### src/rtl/player_input_ctrl.sv
// Per-player joystick/pause front end: 2-flop sync, debounce, heading resolve against collision
// flags, global pause toggle. Define INPUT_TURN_BUFFER_EN to hold a blocked turn until it is legal.
module player_input_ctrl #(
    parameter int NUM_PLAYERS     = 2,
    parameter int DEBOUNCE_CYCLES = 16,
    parameter int PEND_TIMEOUT    = 64
) (
    input  logic                     clock,
    input  logic                     resetn,
    input  logic [NUM_PLAYERS-1:0]   joy_n,
    input  logic [NUM_PLAYERS-1:0]   joy_e,
    input  logic [NUM_PLAYERS-1:0]   joy_s,
    input  logic [NUM_PLAYERS-1:0]   joy_w,
    input  logic [NUM_PLAYERS-1:0]   pause_btn,
    input  logic [4*NUM_PLAYERS-1:0] blocked,
    output logic [2*NUM_PLAYERS-1:0] direction,
    output logic [NUM_PLAYERS-1:0]   dir_change,
    output logic [NUM_PLAYERS-1:0]   moving,
    output logic [NUM_PLAYERS-1:0]   pend_valid,
    output logic                     paused
);

    localparam int NB = 5 * NUM_PLAYERS;
    localparam int DW = $clog2(DEBOUNCE_CYCLES + 1);
    localparam logic [DW-1:0] DEB_LAST = DW'(DEBOUNCE_CYCLES - 1);

    typedef enum logic {
        IDLE    = 1'b0,
        PENDING = 1'b1
    } state_t;

    logic [NB-1:0]            raw;
    logic [NB-1:0]            sync1;
    logic [NB-1:0]            sync2;
    logic [NB-1:0]            deb;
    logic [DW-1:0]            deb_cnt [NB];
    logic [NUM_PLAYERS-1:0]   deb_e;
    logic [NUM_PLAYERS-1:0]   deb_s;
    logic [NUM_PLAYERS-1:0]   deb_w;
    logic [NUM_PLAYERS-1:0]   deb_n;
    logic [NUM_PLAYERS-1:0]   deb_pause;
    logic [NUM_PLAYERS-1:0]   pause_prev;
    logic                     pause_rise;
    logic [NUM_PLAYERS-1:0]   req_valid;
    logic [NUM_PLAYERS-1:0]   new_req;
    logic [NUM_PLAYERS-1:0]   req_blk;
    logic [NUM_PLAYERS-1:0]   head_blk;
    logic [1:0]               req [NUM_PLAYERS];
    logic [3:0]               nib [NUM_PLAYERS];
    state_t                   state_q [NUM_PLAYERS];
    state_t                   state_d [NUM_PLAYERS];
    logic [2*NUM_PLAYERS-1:0] dir_d;
    logic [NUM_PLAYERS-1:0]   dc_d;
    logic [NUM_PLAYERS-1:0]   mov_d;

`ifdef INPUT_TURN_BUFFER_EN
    localparam int TW = (PEND_TIMEOUT > 0) ? $clog2(PEND_TIMEOUT + 1) : 1;
    localparam logic [TW-1:0] TO_LAST = TW'(PEND_TIMEOUT);

    logic [2*NUM_PLAYERS-1:0] pdir_q;
    logic [2*NUM_PLAYERS-1:0] pdir_d;
    logic [TW-1:0]            tcnt_q [NUM_PLAYERS];
    logic [TW-1:0]            tcnt_d [NUM_PLAYERS];
    logic [NUM_PLAYERS-1:0]   pend_blk;
`endif

    assign raw       = {pause_btn, joy_n, joy_w, joy_s, joy_e};
    assign deb_e     = deb[0 +: NUM_PLAYERS];
    assign deb_s     = deb[NUM_PLAYERS +: NUM_PLAYERS];
    assign deb_w     = deb[2*NUM_PLAYERS +: NUM_PLAYERS];
    assign deb_n     = deb[3*NUM_PLAYERS +: NUM_PLAYERS];
    assign deb_pause = deb[4*NUM_PLAYERS +: NUM_PLAYERS];
    assign pause_rise = |(deb_pause & ~pause_prev);

    // A bit's debounced level flips after DEBOUNCE_CYCLES consecutive disagreeing samples.
    always_ff @(posedge clock) begin
        if (!resetn) begin
            sync1 <= '0;
            sync2 <= '0;
            deb   <= '0;
            for (int i = 0; i < NB; i++) begin
                deb_cnt[i] <= '0;
            end
        end else begin
            sync1 <= raw;
            sync2 <= sync1;
            for (int i = 0; i < NB; i++) begin
                if (sync2[i] == deb[i]) begin
                    deb_cnt[i] <= '0;
                end else if (deb_cnt[i] == DEB_LAST) begin
                    deb[i]     <= ~deb[i];
                    deb_cnt[i] <= '0;
                end else begin
                    deb_cnt[i] <= deb_cnt[i] + DW'(1);
                end
            end
        end
    end

    // Heading codes double as indices into the {up,left,down,right} collision nibble.
    always_comb begin
        req_valid = '0;
        new_req   = '0;
        req_blk   = '0;
        head_blk  = '0;
        for (int p = 0; p < NUM_PLAYERS; p++) begin
            nib[p] = blocked[4*p +: 4];
            req[p] = 2'd3;
            if (deb_e[p]) begin
                req[p] = 2'd0;
            end else if (deb_s[p]) begin
                req[p] = 2'd1;
            end else if (deb_w[p]) begin
                req[p] = 2'd2;
            end
            req_valid[p] = deb_e[p] | deb_s[p] | deb_w[p] | deb_n[p];
            new_req[p]   = req_valid[p] && (req[p] != direction[2*p +: 2]);
            req_blk[p]   = nib[p][req[p]];
            head_blk[p]  = nib[p][direction[2*p +: 2]];
        end
    end

`ifdef INPUT_TURN_BUFFER_EN
    always_comb begin
        pend_blk   = '0;
        pend_valid = '0;
        for (int p = 0; p < NUM_PLAYERS; p++) begin
            pend_blk[p]   = nib[p][pdir_q[2*p +: 2]];
            pend_valid[p] = (state_q[p] == PENDING);
        end
    end
`else
    assign pend_valid = '0;
`endif

    always_comb begin
        dir_d   = direction;
        dc_d    = '0;
        mov_d   = '0;
        state_d = state_q;
`ifdef INPUT_TURN_BUFFER_EN
        pdir_d  = pdir_q;
        tcnt_d  = tcnt_q;
`endif
        for (int p = 0; p < NUM_PLAYERS; p++) begin
            mov_d[p] = ~paused & ~head_blk[p];
            if (paused) begin
                state_d[p] = IDLE;
            end else if (new_req[p] && !req_blk[p]) begin
                // A fresh legal request wins over applying any buffered turn.
                dir_d[2*p +: 2] = req[p];
                dc_d[p]         = 1'b1;
                state_d[p]      = IDLE;
`ifdef INPUT_TURN_BUFFER_EN
            end else if (new_req[p] && (state_q[p] == IDLE || req[p] != pdir_q[2*p +: 2])) begin
                state_d[p]       = PENDING;
                pdir_d[2*p +: 2] = req[p];
                tcnt_d[p]        = '0;
            end else if (state_q[p] == PENDING) begin
                if (!pend_blk[p]) begin
                    dir_d[2*p +: 2] = pdir_q[2*p +: 2];
                    dc_d[p]         = 1'b1;
                    state_d[p]      = IDLE;
                end else if (PEND_TIMEOUT != 0 && tcnt_q[p] == TO_LAST) begin
                    state_d[p] = IDLE;
                end else if (tcnt_q[p] != TO_LAST) begin
                    tcnt_d[p] = tcnt_q[p] + TW'(1);
                end
`endif
            end
        end
    end

    always_ff @(posedge clock) begin
        if (!resetn) begin
            direction  <= '0;
            dir_change <= '0;
            moving     <= '0;
            paused     <= 1'b0;
            pause_prev <= '0;
            for (int p = 0; p < NUM_PLAYERS; p++) begin
                state_q[p] <= IDLE;
            end
        end else begin
            direction  <= dir_d;
            dir_change <= dc_d;
            moving     <= mov_d;
            paused     <= paused ^ pause_rise;
            pause_prev <= deb_pause;
            state_q    <= state_d;
        end
    end

`ifdef INPUT_TURN_BUFFER_EN
    always_ff @(posedge clock) begin
        if (!resetn) begin
            pdir_q <= '0;
            for (int p = 0; p < NUM_PLAYERS; p++) begin
                tcnt_q[p] <= '0;
            end
        end else begin
            pdir_q <= pdir_d;
            tcnt_q <= tcnt_d;
        end
    end
`endif

endmodule

### config.mk
export PLATFORM = sky130hd
export DESIGN_NAME = player_input_ctrl
export DESIGN_NICKNAME = d
export VERILOG_FILES = /design/src/rtl/player_input_ctrl.sv
export SDC_FILE = /design/constraint.sdc
export NUM_CORES = 1
export LEC_CHECK = 0
export BUFFER_PORTS_ARGS = -buffer_cell sky130_fd_sc_hd__buf_2
export CORE_ASPECT_RATIO = 1.2
export CORE_MARGIN = 2
export CORE_UTILIZATION = 42
export DETAILED_ROUTE_END_ITERATION = 7
export SLEW_MARGIN = 40
export SYNTH_ARGS = -nofsm -noshare
export SYNTH_HDL_FRONTEND = slang
export SYNTH_SLANG_ARGS = --single-unit
### constraint.sdc
create_clock -name clock -period 3.09 [get_ports clock]
set_input_delay 0.309 -clock clock [delete_from_list [all_inputs] [get_ports clock]]
set_output_delay 0.309 -clock clock [all_outputs]
set_load 0.1 [all_outputs]
==> flow_metrics.py <==
metrics = {
    "worst_setup_path": {
        "path_max_fanout": 5,
        "cp.arrival_ns": 2.00,
        "crit_required_ns": 3.31,
        "critPathLaunchType": "flip-flop",
        "path_class": "flip-flop to flip-flop",
        "cp-end-kind": "flip-flop",
    },
    "timing": {
        "fmax_mhz": 561,
        "period_share": 0.577,
        "setup_viol": 0,
        "rsz0062_at_grt": "no",
        "finClkSkew_ns": 0.0109,
        "finalCriticalPeriod_ns": 1.78,
        "hold_viol": 0,
        "hold_slack_ns": 0.154,
        "drv_slew": 0,
        "setup_tns_ns": 0,
    },
    "power_and_ir_drop": {
        "ir_drop_mv": 0.236,
        "cellPowerDensity_nw_per_um2": 536,
        "p_leak_nw": 1.94,
    },
    "global_routing": {
        "grt-ovfl-total": 0,
        "grt_max_degree": 30,
        "grt_pass1_vias": 2419,
        "antenna_found_initial": 0,
        "grt_pass1_wl_mm": 10.4,
        "grt_util_all_layers": 0.129,
    },
    "synth": {
        "synthTopCellsByArea": "edfxtp_1, dfxtp_1, nor2_1",
        "netlist_area_um2": 3960,
        "yosysUniqueCellTypes": 37,
        "synth_cells": 343,
        "synth_top_area_cell": "edfxtp_1",
        "synth-edff-count": 50,
        "seq_area_frac_synth": 0.586,
        "yosys_most_used_dff": "edfxtp_1",
        "ys_warn_count": 0,
        "synth_top_area_frac": 0.379,
        "avgSynthCellArea_um2": 11.6,
        "ys_async_sr_fraction": 0,
        "synth_seq_cells": 91,
    },
    "die": {
        "core_um2": 9130,
        "start_util": 0.434,
        "ios": 31,
        "dieArea_um2": 10200,
        "die_h_um": 110,
        "die_x_um": 92.7,
        "rows": 38,
    },
    "clock_tree": {
        "cts_tree": "built",
        "cts_resized": 0,
        "post-cts-setup-buffers": 0,
        "clkTransAtPathRegs_ns": 0.09,
        "hold_buffers": 0,
        "cts_buffers": 9,
        "clockBufferDepth": 2,
        "root_buffer": "clkbuf_8",
        "clk_latency_ns": 0.36,
        "clock-sinks": 91,
        "cts_max_level": 3,
    },
    "layout": {
        "multi_input_area_um2": 1700,
        "seqCellArea_um2": 2320,
        "area.growth.synth_to_final_pct": 17.5,
        "final_cell_mix": "nor2_1, conb_1, edfxtp_1",
        "layout-drive-gt1-share": 0.119,
        "final_area_um2": 4660,
        "final_net_count": 462,
        "fillers": 870,
        "antennaDiodeCount": 0,
        "layout_commonest_cell": "nor2_1",
    },
    "placed_design": {
        "dpl_cell_area_um2": 4390,
        "numPortBuffers": 28,
        "dpl.hpwl_mm": 4.34,
        "finalWeightedCongestion": 0.717,
    },
    "detailed_routing": {
        "routedWlPerCell_um": 10.9,
        "firstDrtPassIters": 4,
        "drt-initial-drc-count": 76,
        "num_vias": 2413,
        "drc": 0,
        "post_drt_via_cell_ratio": 4.41,
        "totalWireLength_mm": 5.98,
        "ant_nets": 0,
    },
    "run": {
        "maxCapViolations": 0,
    },
    "run_status": {
        "status": "completed",
    },
    "worst_hold_path": {
        "hp-class": "input port to flip-flop",
    },
}
==> synth_stat cells (3+ instances only) <==
master and count:
inv_1 22, and3_1 11, clkbuf_1 5, and2_1 20, nor2_1 69, edfxtp_1 50
xor2_1 11, dfxtp_1 41, o22ai_1 3, nand3_1 10, o21ai_0 3, xnor2_1 24
a21oi_1 5, ha_1 20, nor3b_1 3, or3_1 10, mux2i_1 10
==> final cells by class <==
class,instances,share of cell area
clock inverters,7,0.0301
inverters,23,0.0185
clock buffers,9,0.0266
well taps,120,0.0322
flip-flops and latches,91,0.499
repair buffers,28,0.0301
multi-input cells,269,0.364
==> worst max-delay path: stages (launching register included) <==
cell and delay, ns:
edfxtp_1 0.43, ha_1 0.24, and3_1 0.19, ha_1 0.22, or3_1 0.44, nor2_1 0.13
==> worst paths after layout <==
check,start,end,slack (ns),depth (start not counted)
max,deb_cnt[9][0],deb_cnt[9][2],1.31,5
min,joy_e[0],sync1[0],0.15,2
max reg2reg,deb_cnt[9][0],deb_cnt[9][2],1.31,5
min reg2reg,sync1[7],sync2[7],0.44,1
==> kinds of logic (layout without fill, tap and decap cells) <==
group | after synthesis | after routing | synth area share
other | 2 | 52 | 0.00189
flip-flops | 91 | 91 | 0.586
AO/OA/AOI/OAI | 18 | 18 | 0.0313
multiplexers | 14 | 14 | 0.0432
AND/OR/NAND/NOR | 130 | 130 | 0.164
adder cells (fa/ha/maj) | 20 | 20 | 0.0631
buffers and inverters | 33 | 67 | 0.0338
XOR/XNOR | 35 | 35 | 0.0773
==> state kept, by name, indices dropped and copies added, names as in the netlist <==
| register | flops |
|---|---|
| pause_prev | 2 |
| paused | 1 |
| dir_change | 2 |
| sync1 | 10 |
| direction | 4 |
| deb | 10 |
| deb_cnt | 50 |
| moving | 2 |
| sync2 | 10 |
==> stage by stage <==
| stage | instances | total power [mW] | setup WS [ns] | utilization |
|---|---|---|---|---|
| after floorplan | 393 | 1.46 | 1.09 | - |
| after global placement | 531 | 1.49 | 1.31 | 0.481 |
| after detailed placement | 531 | 1.49 | 1.28 | 0.481 |
| after CTS | 547 | 2.53 | 1.28 | 0.510 |
| after global routing | 547 | 2.60 | 1.20 | 0.510 |
| final | 547 | 2.50 | 1.31 | 0.510 |
==> power by group <==
group          internal, mW  switching, mW  total (mW)
Clock                 0.617          0.414        1.03
Combinational        0.0463         0.0782       0.124
Sequential             1.32         0.0233        1.34
==> per-layer routing <==
| layer | up-vias | global-route usage | part of all wire |
|---|---|---|---|
| met4 | 0 | 0.0784 | 0.029 |
| met3 | 11 | 0.0246 | 0.030 |
| li1 | 1268 | - | - |
| met1 | 1105 | 0.157 | 0.47 |
| met2 | 29 | 0.211 | 0.47 |
| met5 | - | 0 | 0 |
Note: power is estimated with default switching activity, not from simulation.
